`src/rtl/sr_latch_sync.sv`:
```
// Clocked bank of active-low set/reset latches with input synchronizers.
// The forbidden 0,0 request drives q=qn=1 and leaves the stored bit untouched.
module sr_latch_sync #(
    parameter int WIDTH       = 1,
    parameter int SYNC_STAGES = 2,
    parameter bit Q_RESET     = 1'b0
) (
    input  logic             clk,
    input  logic             rst_n,
    input  logic [WIDTH-1:0] s_n,
    input  logic [WIDTH-1:0] r_n,
    input  logic             clr_sticky,
    output logic [WIDTH-1:0] q,
    output logic [WIDTH-1:0] qn,
    output logic [WIDTH-1:0] invalid,
    output logic             invalid_seen
);

    logic [WIDTH-1:0] s_sync;
    logic [WIDTH-1:0] r_sync;

    generate
        if (SYNC_STAGES == 0) begin : g_nosync
            assign s_sync = s_n;
            assign r_sync = r_n;
        end else begin : g_sync
            // Flops reset to the inactive level so reset never looks like a request.
            logic [WIDTH-1:0] s_pipe_q [SYNC_STAGES];
            logic [WIDTH-1:0] r_pipe_q [SYNC_STAGES];

            always_ff @(posedge clk or negedge rst_n) begin
                if (!rst_n) begin
                    for (int i = 0; i < SYNC_STAGES; i++) begin
                        s_pipe_q[i] <= '1;
                        r_pipe_q[i] <= '1;
                    end
                end else begin
                    s_pipe_q[0] <= s_n;
                    r_pipe_q[0] <= r_n;
                    for (int i = 1; i < SYNC_STAGES; i++) begin
                        s_pipe_q[i] <= s_pipe_q[i-1];
                        r_pipe_q[i] <= r_pipe_q[i-1];
                    end
                end
            end

            assign s_sync = s_pipe_q[SYNC_STAGES-1];
            assign r_sync = r_pipe_q[SYNC_STAGES-1];
        end
    endgenerate

    logic [WIDTH-1:0] state_q, state_d;
    logic [WIDTH-1:0] q_q, q_d;
    logic [WIDTH-1:0] qn_q, qn_d;
    logic [WIDTH-1:0] inv_q, inv_d;
    logic             seen_q, seen_d;

    always_comb begin
        state_d = state_q;
        q_d     = q_q;
        qn_d    = qn_q;
        inv_d   = '0;
        for (int i = 0; i < WIDTH; i++) begin
            unique case ({s_sync[i], r_sync[i]})
                2'b01: state_d[i] = 1'b1;
                2'b10: state_d[i] = 1'b0;
                2'b00: inv_d[i]   = 1'b1;
                default: ;
            endcase
            // Hold and release from forbidden both present the stored bit.
            q_d[i]  = inv_d[i] ? 1'b1 : state_d[i];
            qn_d[i] = inv_d[i] ? 1'b1 : ~state_d[i];
        end
        seen_d = (|inv_d) | (seen_q & ~clr_sticky);
    end

    always_ff @(posedge clk or negedge rst_n) begin
        if (!rst_n) begin
            state_q <= {WIDTH{Q_RESET}};
            q_q     <= {WIDTH{Q_RESET}};
            qn_q    <= {WIDTH{~Q_RESET}};
            inv_q   <= '0;
            seen_q  <= 1'b0;
        end else begin
            state_q <= state_d;
            q_q     <= q_d;
            qn_q    <= qn_d;
            inv_q   <= inv_d;
            seen_q  <= seen_d;
        end
    end

    assign q            = q_q;
    assign qn           = qn_q;
    assign invalid      = inv_q;
    assign invalid_seen = seen_q;

endmodule

```
`config.mk`:
```
export PLATFORM = sky130hd
export DESIGN_NAME = sr_latch_sync
export DESIGN_NICKNAME = d
export VERILOG_FILES = /design/src/rtl/sr_latch_sync.sv
export SDC_FILE = /design/constraint.sdc
export NUM_CORES = 1
export LEC_CHECK = 0
export CAP_MARGIN = 20
export CELL_PAD_IN_SITES_DETAIL_PLACEMENT = 0
export CELL_PAD_IN_SITES_GLOBAL_PLACEMENT = 1
export CORE_AREA = 3 3 40 42
export DETAILED_ROUTE_END_ITERATION = 16
export DIE_AREA = 0 0 43 45
export PLACE_DENSITY_LB_ADDON = 0.2
export SYNTH_ARGS = -nofsm -noshare
export SYNTH_HDL_FRONTEND = slang
export SYNTH_SLANG_ARGS = --single-unit
```
`constraint.sdc`:
```
create_clock -name clk -period 1.6 [get_ports clk]
set_input_delay 0.32 -clock clk [delete_from_list [all_inputs] [get_ports clk]]
set_output_delay 0.32 -clock clk [all_outputs]
set_load 0.05 [all_outputs]
```
==> flow_summary_export.csv, run 1 <==
group,metric,value,unit
clock_network,cts_hold_buf,0,
global_route,antenna_found_initial,0,
drt,vias_per_cell,3.76,
yosys,synthTopCellsByArea,"dfstp_2 44%, dfrtp_1 33%, ha_1 8.3%",
run_status,status,"finished clean",
clock_network,post_cts_resize_count,0,
sta,fin_tns_setup,0,ns
critical_path,critical_path_required,1.73,ns
global_route,grt_max_degree,10,
yosys,synth_cells,19,
sta,slew_violations,0,
worst_hold_path,worstHoldPathType,"input pin to async pin",
yosys,yosysTopAreaCellShare,0.436,
final_layout,nets,39,
sta,rsz0062_at_grt,"no",
sta,fmax,0.773,GHz
global_route,grt_pass1_vias,175,
placement,port-buffer-count,8,
global_route,grt_pass1_wl,676,µm
critical_path,critPathMostFrequentCell,"inv_1",
clock_network,clk_latency,0.25,ns
sta,max_slew_margin,0.751,
drt,wl_met1,137,µm
floorplanning,die-area,1940,µm²
sta,min_period_over_period,0.808,
floorplanning,io_pins,9,
sta,period_minus_slack,1.29,ns
pwr,total_power,0.511,mW
critical_path,r2r-start,"r_sync",
clock_network,cts.sinks,9,
floorplanning,start_util,0.235,
global_route,overflow,0,
pwr,power_leakage,0.217,nW
final_layout,syn_to_final_growth,42.3,%
sta,finClkSkew,0.00536,ns
drt,first_pass_iters,1,
drt,topRoutingLayerUsed,"met3",
yosys,ys_seq_area_frac,0.768,
global_route,track_usage,0.0555,
clock_network,clk_path_buf_depth,2,
yosys,synth_fp_nets,26,
drt,drtAntennaViolNets,0,
floorplanning,rows,13,
clock_network,path_clk_slew,0.06,ns
yosys,synth_area,302,µm²
drt,vias,173,
drt,drt-initial-drc-count,0,
sta,setup_violations,0,
drt,wirelength,395,µm
critical_path,startpoint,"r_sync",
placement,place.gp.congestion,0.656,
pwr,powerDensity,1190,nW/µm²
final_layout,drive_above_1_share,0.387,
pwr,peakVddDrop,0.382,mV
critical_path,cp_max_fo,3,
yosys,synth-seq-cells,9,
sta,hold_violations,0,
clock_network,root_buffer,"clkbuf_4",
critical_path,crit_chain,"inv_1, ha_1, mux2i_1, inv_1",
drt,drcViolationCount,0,
clock_network,cts_setup_buffers,0,
critical_path,critPathCaptureType,"register",
drt,drt-wirelength-per-cell,8.59,µm
yosys,avgSynthCellArea,15.9,µm²
critical_path,crit_type,"register to register",
run,maxCapViolations,0,
yosys,ys_warn_count,0,
critical_path,cpPeakStageDelay,0.53,ns
clock_network,cts_tree,"yes",
drt,wl_met3,50,µm
critical_path,critPathLaunchType,"register",
yosys,synth_cell_types,8,
floorplanning,die_w,43,µm
floorplanning,die_height,45,µm
critical_path,arrival,1.42,ns
drt,met2_length,207,µm
final_layout,diodes,0,
clock_network,cts_made_buffers,3,
clock_network,h-tree-depth,1,
critical_path,crit_path_top_delay_cell,"dfstp_2",
yosys,synth.largest_area_cell,"dfstp_2",
sta,worst_pin_slew,0.372,ns
placement,post-dp-hpwl,336,µm
floorplanning,core_area,1280,µm²
layout by cell type, fill, tap and decap left out:
cell             instances
ha_1                     2
clkdlybuf4s50_1          4
or2_1                    1
buf_12                   1
dfrtp_1                  4
clkbuf_1                 1
clkbuf_4                 3
a21o_1                   1
inv_1                    4
mux2i_1                  1
buf_4                    3
nand2b_1                 1
dfstp_2                  5
metrics by stage:
stage	utilization	setup slack, ns	hold slack, ns	cells	instance area [µm²]
2_1_floorplan	-	0.353	0.0244	19	302
5_1_grt	0.334	0.179	0.359	46	429
6_report	0.334	0.307	0.348	46	429
3_3_place_gp	0.314	0.308	0.346	42	403
4_1_cts	0.334	0.275	0.349	46	429
3_5_place_dp	0.314	0.280	0.349	42	403
critical path, delay by kind of cell (launching register included):
kind | cells | cell delay, ns
adder cells (fa/ha/maj) | 1 | 0.28
buffers and inverters | 2 | 0.11
flip-flops | 1 | 0.53
multiplexers | 1 | 0.26
cell families after synthesis:
| family | synth area share |
|---|---|
| AOI/OAI and AO/OA | 0.0249 |
| and+or+nand+nor | 0.0415 |
| adders and majority gates | 0.0830 |
| muxes | 0.0332 |
| DFF | 0.768 |
| buffers and inverters | 0.0498 |
cells in the mapped netlist:
library cell / instances
ha_1: 2
mux2i_1: 1
dfrtp_1: 4
a21o_1: 1
nand2b_1: 1
or2_1: 1
dfstp_2: 5
inv_1: 4
metal layers:
layer	track usage	vias to the layer above
met2	0.0659	8
met5	0	-
met3	0.0438	0
met4	0.0723	0
met1	0.0520	84
li1	-	81
sequential cells by signal, indices dropped and copies added (netlist names):
signal and cells:
state_q 1, s_sync 1, q 1, invalid_seen 1, qn 1, r_sync 1, invalid 1, g_sync.r_pipe_q 1
g_sync.s_pipe_q 1
report_power, final:
| group | total, mW | switching [mW] | internal [mW] | leakage, nW |
|---|---|---|---|---|
| sequential | 0.259 | 0.00721 | 0.252 | 0.103 |
| combinational | 0.0883 | 0.0521 | 0.0362 | 0.0993 |
| clock | 0.164 | 0.0685 | 0.0954 | 0.0150 |
| total | 0.511 | 0.128 | 0.383 | 0.217 |
area by class of cell:
class / count / area, µm²
fill: 133 / 856
sequential: 9 / 231
timing repair buffer: 8 / 82.6
multi-input combinational: 6 / 55.1
clock buffer: 4 / 26.3
tap: 15 / 18.8
inverter: 4 / 15.0
worst paths after layout:
| path | to | slack (ns) | cells after the start |
|---|---|---|---|
| max in group asynchronous | r_sync | 0.94 | 1 |
| min in group clk | s_sync | 0.36 | 0 |
| max reg2reg | state_q | 0.31 | 4 |
| max | state_q | 0.31 | 4 |
| min reg2reg | s_sync | 0.36 | 0 |
| min | invalid_seen | 0.35 | 1 |
Note: power is estimated with default switching activity, not from simulation.
==> run 2, diff against run 1 <==
Clock period 1.6 ns to 1.33 ns, I/O delays scaled along.
==> flow_summary_export.csv, run 2 (synthesis results as in run 1) <==
group,metric,value,unit
floorplanning,die_height,45,µm
global_route,overflow,0,
final_layout,drive_above_1_share,0.484,
clock_network,path_clk_slew,0.06,ns
drt,drt-initial-drc-count,0,
worst_hold_path,worstHoldPathType,"input pin to async pin",
drt,first_pass_iters,1,
floorplanning,start_util,0.235,
sta,slew_violations,0,
final_layout,fin_util,0.383,
critical_path,reg2reg_slack,0.04,ns
drt,drtAntennaViolNets,0,
pwr,powerDensity,1340,nW/µm²
critical_path,critPathLaunchType,"register",
floorplanning,die_w,43,µm
clock_network,cts_setup_buffers,0,
floorplanning,core_area,1280,µm²
critical_path,critPathCaptureType,"register",
sta,min_period_over_period,0.970,
placement,pre_cts_ws,0.0189,ns
critical_path,r2r-start,"r_sync",
critical_path,r2r_cells,4,
clock_network,cts_hold_buf,0,
drt,wirelength,388,µm
drt,drt-wirelength-per-cell,8.43,µm
critical_path,critical_path_required,1.51,ns
drt,vias_per_cell,3.61,
pwr,power_leakage,0.227,nW
sta,rsz0062_at_grt,"no",
floorplanning,io_pins,9,
drt,vias,166,
final_layout,nets,39,
placement,place.gp.congestion,0.646,
pwr,peakVddDrop,0.567,mV
sta,period_minus_slack,1.29,ns
clock_network,h-tree-depth,1,
placement,port-buffer-count,8,
floorplanning,rows,13,
clock_network,root_buffer,"clkbuf_4",
sta,finClkSkew,0.00853,ns
sta,worst_pin_slew,0.379,ns
sta,fmax,0.775,GHz
global_route,grt_max_degree,10,
clock_network,cts.sinks,9,
global_route,grt_pass1_vias,139,
critical_path,arrival,1.47,ns
final_layout,diodes,0,
final_layout,final_common_cell,"dfstp_2",
final_layout,syn_to_final_growth,63.1,%
drt,drcViolationCount,0,
global_route,track_usage,0.0413,
clock_network,clk_path_buf_depth,2,
sta,setup_ws,0.0397,ns
final_layout,layout_common_cells,"5 x dfstp_2, 4 x clkdlybuf4s50_1, 4 x dfrtp_1, 4 x buf_12",
sta,setup_violations,0,
global_route,antenna_found_initial,0,
sta,fin_hold_ws,0.293,ns
clock_network,cts_tree,"yes",
final_layout,multi_input_area,80.1,µm²
clock_network,post_cts_resize_count,0,
global_route,grt_pass1_wl,524,µm
final_layout,fill_cells,128,
critical_path,startpoint,"r_sync",
floorplanning,die-area,1940,µm²
sta,hold_violations,0,
clock_network,cts_made_buffers,3,
sta,max_slew_margin,0.747,
critical_path,cp_max_fo,3,
sta,fin_tns_setup,0,ns
run_status,status,"finished clean",
critical_path,crit_type,"register to register",
final_layout,regArea,231,µm²
critical_path,regToRegEndpoint,"qn",
clock_network,clk_latency,0.25,ns
run,maxCapViolations,0,
## run 2: cell counts in the layout (fill, tap and decap cells not counted)
Identical to the previous run, type by type.
## run 2: worst max path at each step
stage,end,cells after the start
final,qn,4
after global routing,qn,4
after CTS,q,4
after detailed placement,q,4
after global placement,qn,4
after floorplan,qn,4
## run 2: stage by stage
stage | instance area (µm²) | std cells | power [mW]
6_report | 492 | 46 | 0.661
5_1_grt | 492 | 46 | 0.693
4_1_cts | 467 | 46 | 0.657
3_5_place_dp | 440 | 42 | 0.449
3_3_place_gp | 440 | 42 | 0.447
2_1_floorplan | 302 | 19 | 0.373
## run 2: power breakdown
group          leakage (nW)  internal (mW)  switching [mW]
clock network        0.0150          0.115          0.0856
registers             0.103          0.303          0.0148
logic                 0.109         0.0754          0.0673
total                 0.227          0.493           0.168
## run 2: cell type report
type / count / area share
flip-flops and latches: 9 / 0.471
repair buffers: 8 / 0.244
multi-input cells: 6 / 0.163
clock buffers: 4 / 0.0534
well taps: 15 / 0.0382
inverters: 4 / 0.0305
## run 2: metal layers
| layer | up-vias | routed length (µm) | track usage |
|---|---|---|---|
| met5 | - | 0 | 0 |
| met4 | 0 | 0 | 0.0542 |
| met3 | 0 | 48 | 0.0319 |
| met2 | 8 | 183 | 0.0509 |
| met1 | 77 | 156 | 0.0374 |
| li1 | 81 | - | - |
## run 2: worst max-delay path, cell delays in order, from the launching register on
cell     delay [ns]
dfstp_2        0.53
inv_2          0.04
ha_4           0.24
mux2i_4        0.18
or2_1          0.23
